**src/rtl/pbit_sweep_scheduler.sv**
```systemverilog
// Sequences one-hot p-bit update enables through repeated sweeps, snapshots the
// p-bit vector after each sweep behind a valid/ready handshake, and anneals beta.
module pbit_sweep_scheduler #(
    parameter int NPB         = 5,
    parameter int EN_CYC      = 2,
    parameter int GAP         = 1,
    parameter int BETA_PERIOD = 4
) (
    input  logic             CLK,
    input  logic             RST,
    input  logic             start,
    input  logic             abort,
    input  logic [15:0]      num_sweeps,
    input  logic [3:0]       beta_init,
    input  logic [NPB-1:0]   pbit_state,
    output logic [NPB-1:0]   en,
    output logic [3:0]       beta,
    output logic [NPB-1:0]   sample_data,
    output logic             sample_valid,
    input  logic             sample_ready,
    output logic [15:0]      sweep_cnt,
    output logic             busy,
    output logic             done
);

    localparam int SLOT_W   = (NPB > 1) ? $clog2(NPB) : 1;
    localparam int CYC_MAX  = (EN_CYC > GAP) ? EN_CYC : ((GAP > 1) ? GAP : 1);
    localparam int CYC_W    = $clog2(CYC_MAX + 1);
    localparam int BDIV_W   = $clog2(BETA_PERIOD + 1);
    localparam int EN_LAST  = EN_CYC - 1;
    localparam int GAP_LAST = (GAP > 0) ? GAP - 1 : 0;

    typedef enum logic [2:0] {
        IDLE, ARM, UPD, GAPW, SAMPLE, DONE
    } state_t;

    state_t              state, state_nx;
    logic [SLOT_W-1:0]   slot;
    logic [CYC_W-1:0]    cyc;
    logic [BDIV_W-1:0]   bdiv;
    logic [15:0]         target;
    logic                slot_inc;
    logic                last_slot;
    logic                handshake;

    function automatic logic [3:0] beta_sat_inc(input logic [3:0] b);
        return (b == 4'd15) ? b : b + 4'd1;
    endfunction

    assign last_slot = (slot == SLOT_W'(NPB - 1));
    assign handshake = (state == SAMPLE) && sample_valid && sample_ready && !abort;
    assign en        = (state == UPD) ? (NPB'(1) << slot) : '0;
    assign busy      = (state != IDLE);

    always_comb begin
        state_nx = state;
        slot_inc = 1'b0;
        case (state)
            IDLE:   if (start) state_nx = (num_sweeps == 16'd0) ? DONE : ARM;
            ARM:    state_nx = UPD;
            UPD: begin
                if (cyc == CYC_W'(EN_LAST)) begin
                    if (GAP > 0) begin
                        state_nx = GAPW;
                    end else if (last_slot) begin
                        state_nx = SAMPLE;
                    end else begin
                        state_nx = UPD;
                        slot_inc = 1'b1;
                    end
                end
            end
            GAPW: begin
                if (cyc == CYC_W'(GAP_LAST)) begin
                    if (last_slot) begin
                        state_nx = SAMPLE;
                    end else begin
                        state_nx = UPD;
                        slot_inc = 1'b1;
                    end
                end
            end
            SAMPLE: if (handshake) state_nx = (sweep_cnt + 16'd1 == target) ? DONE : UPD;
            DONE:   state_nx = IDLE;
            default: state_nx = IDLE;
        endcase
        // Abort wins over every other transition, including a pending handshake.
        if (abort && state != IDLE) state_nx = IDLE;
    end

    always_ff @(posedge CLK or negedge RST) begin
        if (!RST) begin
            state        <= IDLE;
            slot         <= '0;
            cyc          <= '0;
            bdiv         <= '0;
            target       <= '0;
            beta         <= '0;
            sample_data  <= '0;
            sample_valid <= 1'b0;
            sweep_cnt    <= '0;
            done         <= 1'b0;
        end else begin
            state <= state_nx;
            // done is registered, so the pulse lands the cycle after DONE.
            done  <= (state == DONE) && !abort;

            if (state_nx != state || slot_inc) cyc <= '0;
            else                               cyc <= cyc + 1'b1;

            if (slot_inc)
                slot <= slot + 1'b1;
            else if (state_nx == UPD && state != UPD && state != GAPW)
                slot <= '0;

            if (state == IDLE && start) begin
                target    <= num_sweeps;
                beta      <= beta_init;
                sweep_cnt <= '0;
                bdiv      <= '0;
            end

            if (state_nx == SAMPLE && state != SAMPLE) begin
                sample_data  <= pbit_state;
                sample_valid <= 1'b1;
            end

            if (handshake) begin
                sample_valid <= 1'b0;
                sweep_cnt    <= sweep_cnt + 16'd1;
                if (bdiv == BDIV_W'(BETA_PERIOD - 1)) begin
                    bdiv <= '0;
                    beta <= beta_sat_inc(beta);
                end else begin
                    bdiv <= bdiv + 1'b1;
                end
            end

            if (abort && state != IDLE) sample_valid <= 1'b0;
        end
    end

endmodule

```
**config.mk**
```make
export PLATFORM = sky130hd
export DESIGN_NAME = pbit_sweep_scheduler
export DESIGN_NICKNAME = d
export VERILOG_FILES = /design/src/rtl/pbit_sweep_scheduler.sv
export SDC_FILE = /design/constraint.sdc
export NUM_CORES = 1
export LEC_CHECK = 0
export CAP_MARGIN = 5
export CORE_MARGIN = 4
export CORE_UTILIZATION = 57
export DETAILED_ROUTE_END_ITERATION = 10
export PLACE_DENSITY = 0.95
export SLEW_MARGIN = 10
export SYNTH_ARGS = -nofsm -noshare
export SYNTH_HDL_FRONTEND = slang
export SYNTH_SLANG_ARGS = --single-unit
export TNS_END_PERCENT = 1
```
**constraint.sdc**
```tcl
create_clock -name CLK -period 6.31 [get_ports CLK]
set_clock_uncertainty 0.1 [all_clocks]
set_input_delay 1.893 -clock CLK [delete_from_list [all_inputs] [get_ports CLK]]
set_output_delay 1.893 -clock CLK [all_outputs]
set_load 0.05 [all_outputs]
```
==> impl_metrics.json <==
{
  "status": "completed",
  "hold_class": "reg2reg",
  "power_leakage_nw": 1.70,
  "totalWireLength_um": 8610,
  "synth-main-ff-cell": "dfrtp_1",
  "synth_area_leader_cell": "dfrtp_1",
  "drtPass1Iterations": 5,
  "regArea_um2": 1350,
  "gr-total-overflow": 0,
  "numCtsBuffers": 5,
  "die_width_um": 84.9,
  "ys_seq_elements": 54,
  "gr-usage-all-layers": 0.241,
  "crit_path_end_kind": "primary output",
  "grt_start_max_net_pins": 55,
  "cp-start-kind": "flop",
  "crit_fanout": 13,
  "yosysTopAreaCellShare": 0.401,
  "vias": 3048,
  "cts-resized-gates": 0,
  "crit_required_ns": 4.32,
  "syn_nets": 394,
  "tns_ns": 0,
  "gp_congestion": 0.884,
  "diodes": 0,
  "p_switching_mw": 0.641,
  "hold_path_end": "cyc[0]$_DFF_PN0_",
  "drt-wirelength-per-cell_um": 17.9,
  "fmax_mhz": 221,
  "critPathSlowestCell": "clkdlybuf4s50_1",
  "ios": 63,
  "clk_pin_slew_ns": 0.11,
  "setup_slack_ns": 1.79,
  "antenna_found_initial": 0,
  "period_share": 0.717,
  "arrival_ns": 2.53,
  "synth_edf_count": 0,
  "yosysSeqAreaShare": 0.401,
  "filler_cell_count": 402,
  "hpwl_um": 6080,
  "combinationalPowerShare": 0.472,
  "power.share.clock": 0.158,
  "netlist_area_um2": 3370,
  "hold_start": "cyc[0]$_DFF_PN0_",
  "dieHeight_um": 84.9,
  "core_area_um2": 5610,
  "clockRootBuffer": "clkbuf_8",
  "worst_slew_pin_slew_ns": 0.944,
  "finalMaxSlewViolations": 0,
  "drtAntennaViolNets": 0,
  "syn-mean-instance-area_um2": 9.51,
  "postLayoutCoreUtil": 0.737,
  "nNetsFinal": 449,
  "r2r_end": "sample_data[2]$_DFFE_PN0P_",
  "cts_tree": "built",
  "p_int_mw": 0.869,
  "path_cells": "or3b_2 -> nor2_1 -> and2_1 -> clkdlybuf4s50_1",
  "num_rows": 27,
  "synth_cells": 354,
  "yosys-top-cells-area": "dfrtp_1 40%, mux2_2 7.4%, ha_1 3.7%",
  "grt_pass1_wl_um": 14100,
  "hold_viol": 0,
  "numPortBuffers": 62,
  "cts_hold_buf": 0,
  "critical_path_class": "reg2out",
  "design.die.area_um2": 7200,
  "ys_types": 62,
  "ys_async_sr_fraction": 1.00,
  "p_per_area_nw_per_um2": 366,
  "switching_share": 0.425,
  "syn2layout_area_growth_pct": 22.7,
  "r2r_cells": 5,
  "clock-sinks": 54,
  "synth_warnings": 0,
  "r2r_start": "state[0]$_DFF_PN0_",
  "power_mw": 1.51,
  "hold_ws_ns": 0.379,
  "start_util": 0.600,
  "slowest_delay_ns": 0.79,
  "setup_viol": 0,
  "period_minus_slack_ns": 4.52,
  "htreeDepth": 2,
  "ir_worst_vdd_uv": 220,
  "via_per_inst": 6.32,
  "p_seq_frac": 0.370,
  "drive_gt1_frac": 0.117,
  "multi_input_area_um2": 1890,
  "grt_pass1_vias": 2904,
  "cts_setup_buffers": 0,
  "max_slew_margin": 0.369,
  "post-route-drc-count": 0,
  "dp_slack_ns": 1.70,
  "clock_latency_ns": 0.32,
  "rsz0062_at_grt": "false",
  "drtIter0Drc": 345,
  "maxCapViolations": 0,
  "rrSetupSlack_ns": 3.19,
  "whs_path_depth": 1,
  "ctsLongestPathBuffers": 2
}
[layout by cell type (no fill, tap or decap), types with 3 or more instances in the layout]
cell type        instances
a21oi_1                 20
nand4b_1                 3
and3_1                   3
o21ai_1                  4
nand2_1                 29
inv_1                   14
nor3_1                   7
buf_4                    3
clkdlybuf4s50_1         61
nor2_1                  26
nand3_1                 17
o31ai_1                  6
o22ai_1                  3
a211oi_1                 3
xor2_1                  10
ha_1                    10
mux2_2                  22
nand4_1                  5
xnor2_1                 14
o21ai_0                 25
and2_1                   4
clkbuf_8                 5
a31oi_1                  3
nor4_1                   6
nor2b_1                  3
dfrtp_1                 54
[power groups by stage]
stage / logic [mW] / registers (mW) / clock network [mW]
floorplan: 0.436 / 0.621 / 0
global placement: 0.678 / 0.553 / 0
detailed placement: 0.704 / 0.560 / 0
CTS: 0.711 / 0.555 / 0.238
global route: 0.771 / 0.572 / 0.254
finish: 0.713 / 0.559 / 0.238
[cell type report]
class	count	area share
Tap cell	72	0.0218
Timing Repair Buffer	65	0.154
Sequential cell	54	0.327
Clock buffer	6	0.0176
Clock inverter	2	0.00909
Inverter	14	0.0127
Multi-Input combinational cell	269	0.457
[metrics by stage]
step / std cells / area, um2
2_1_floorplan: 354 / 3370
3_3_place_gp: 474 / 4020
3_5_place_dp: 474 / 4020
4_1_cts: 482 / 4130
5_1_grt: 482 / 4130
6_report: 482 / 4130
[logic make-up (layout without fill, tap and decap cells)]
family,count (synthesis),in the layout,share of synthesized area
AOI/OAI and AO/OA,85,85,0.159
xor gates and xnor gates,24,24,0.0624
adders and majority gates,11,11,0.0405
buffers and inverters,31,87,0.0379
DFF,54,54,0.401
muxes,22,22,0.0736
and+or+nand+nor,127,127,0.225
[layer usage]
layer | global-route usage | vias up | wire (um)
met5 | 0 | - | 0
met4 | 0.0993 | 0 | 316
met3 | 0.0398 | 32 | 530
met2 | 0.396 | 142 | 4220
met1 | 0.318 | 1464 | 3540
li1 | - | 1410 | -
[cells in the mapped netlist (all sizes together) (2+ instances only)]
cell     count
nand2       29
nand3       18
and2         5
xnor2       14
nor2        26
o21bai       2
o22ai        3
o31ai        6
o41ai        2
nand4b       4
nor4         8
o21ai       29
dfrtp       54
a31oi        3
inv         14
nand4        8
nor3         8
o211ai       2
clkbuf       7
ha          10
nor2b        3
or4          2
mux2        22
a211oi       4
and4b        2
a2111oi      2
buf         10
o21a         2
xor2        10
or3b         2
and4         2
and3         3
a21oi       20
[worst max-delay path by stage]
stage	startpoint	end	slack, ns	cells past startpoint
3_3_place_gp	start	sample_data[2]$_DFFE_PN0P_	1.83	5
5_1_grt	state[1]$_DFF_PN0_	en[1]	1.68	4
3_5_place_dp	start	sample_data[2]$_DFFE_PN0P_	1.70	5
2_1_floorplan	state[0]$_DFF_PN0_	en[3]	2.60	3
4_1_cts	state[1]$_DFF_PN0_	en[2]	1.79	4
6_report	state[1]$_DFF_PN0_	en[2]	1.79	4
[registers in the layout (all words and copies together), names as in the netlist]
| signal | flops |
|---|---|
| sweep_cnt | 16 |
| cyc | 2 |
| state | 3 |
| beta | 4 |
| sample_valid | 1 |
| sample_data | 5 |
| bdiv | 3 |
| done | 1 |
| target | 16 |
| slot | 3 |
[critical path, delay by kind of cell (launching register included)]
| family | cells | cell delay [ns] |
|---|---|---|
| buf+inv | 1 | 0.79 |
| simple gates | 3 | 0.82 |
| flops | 1 | 0.59 |
Note: power is estimated with default switching activity, not from simulation.
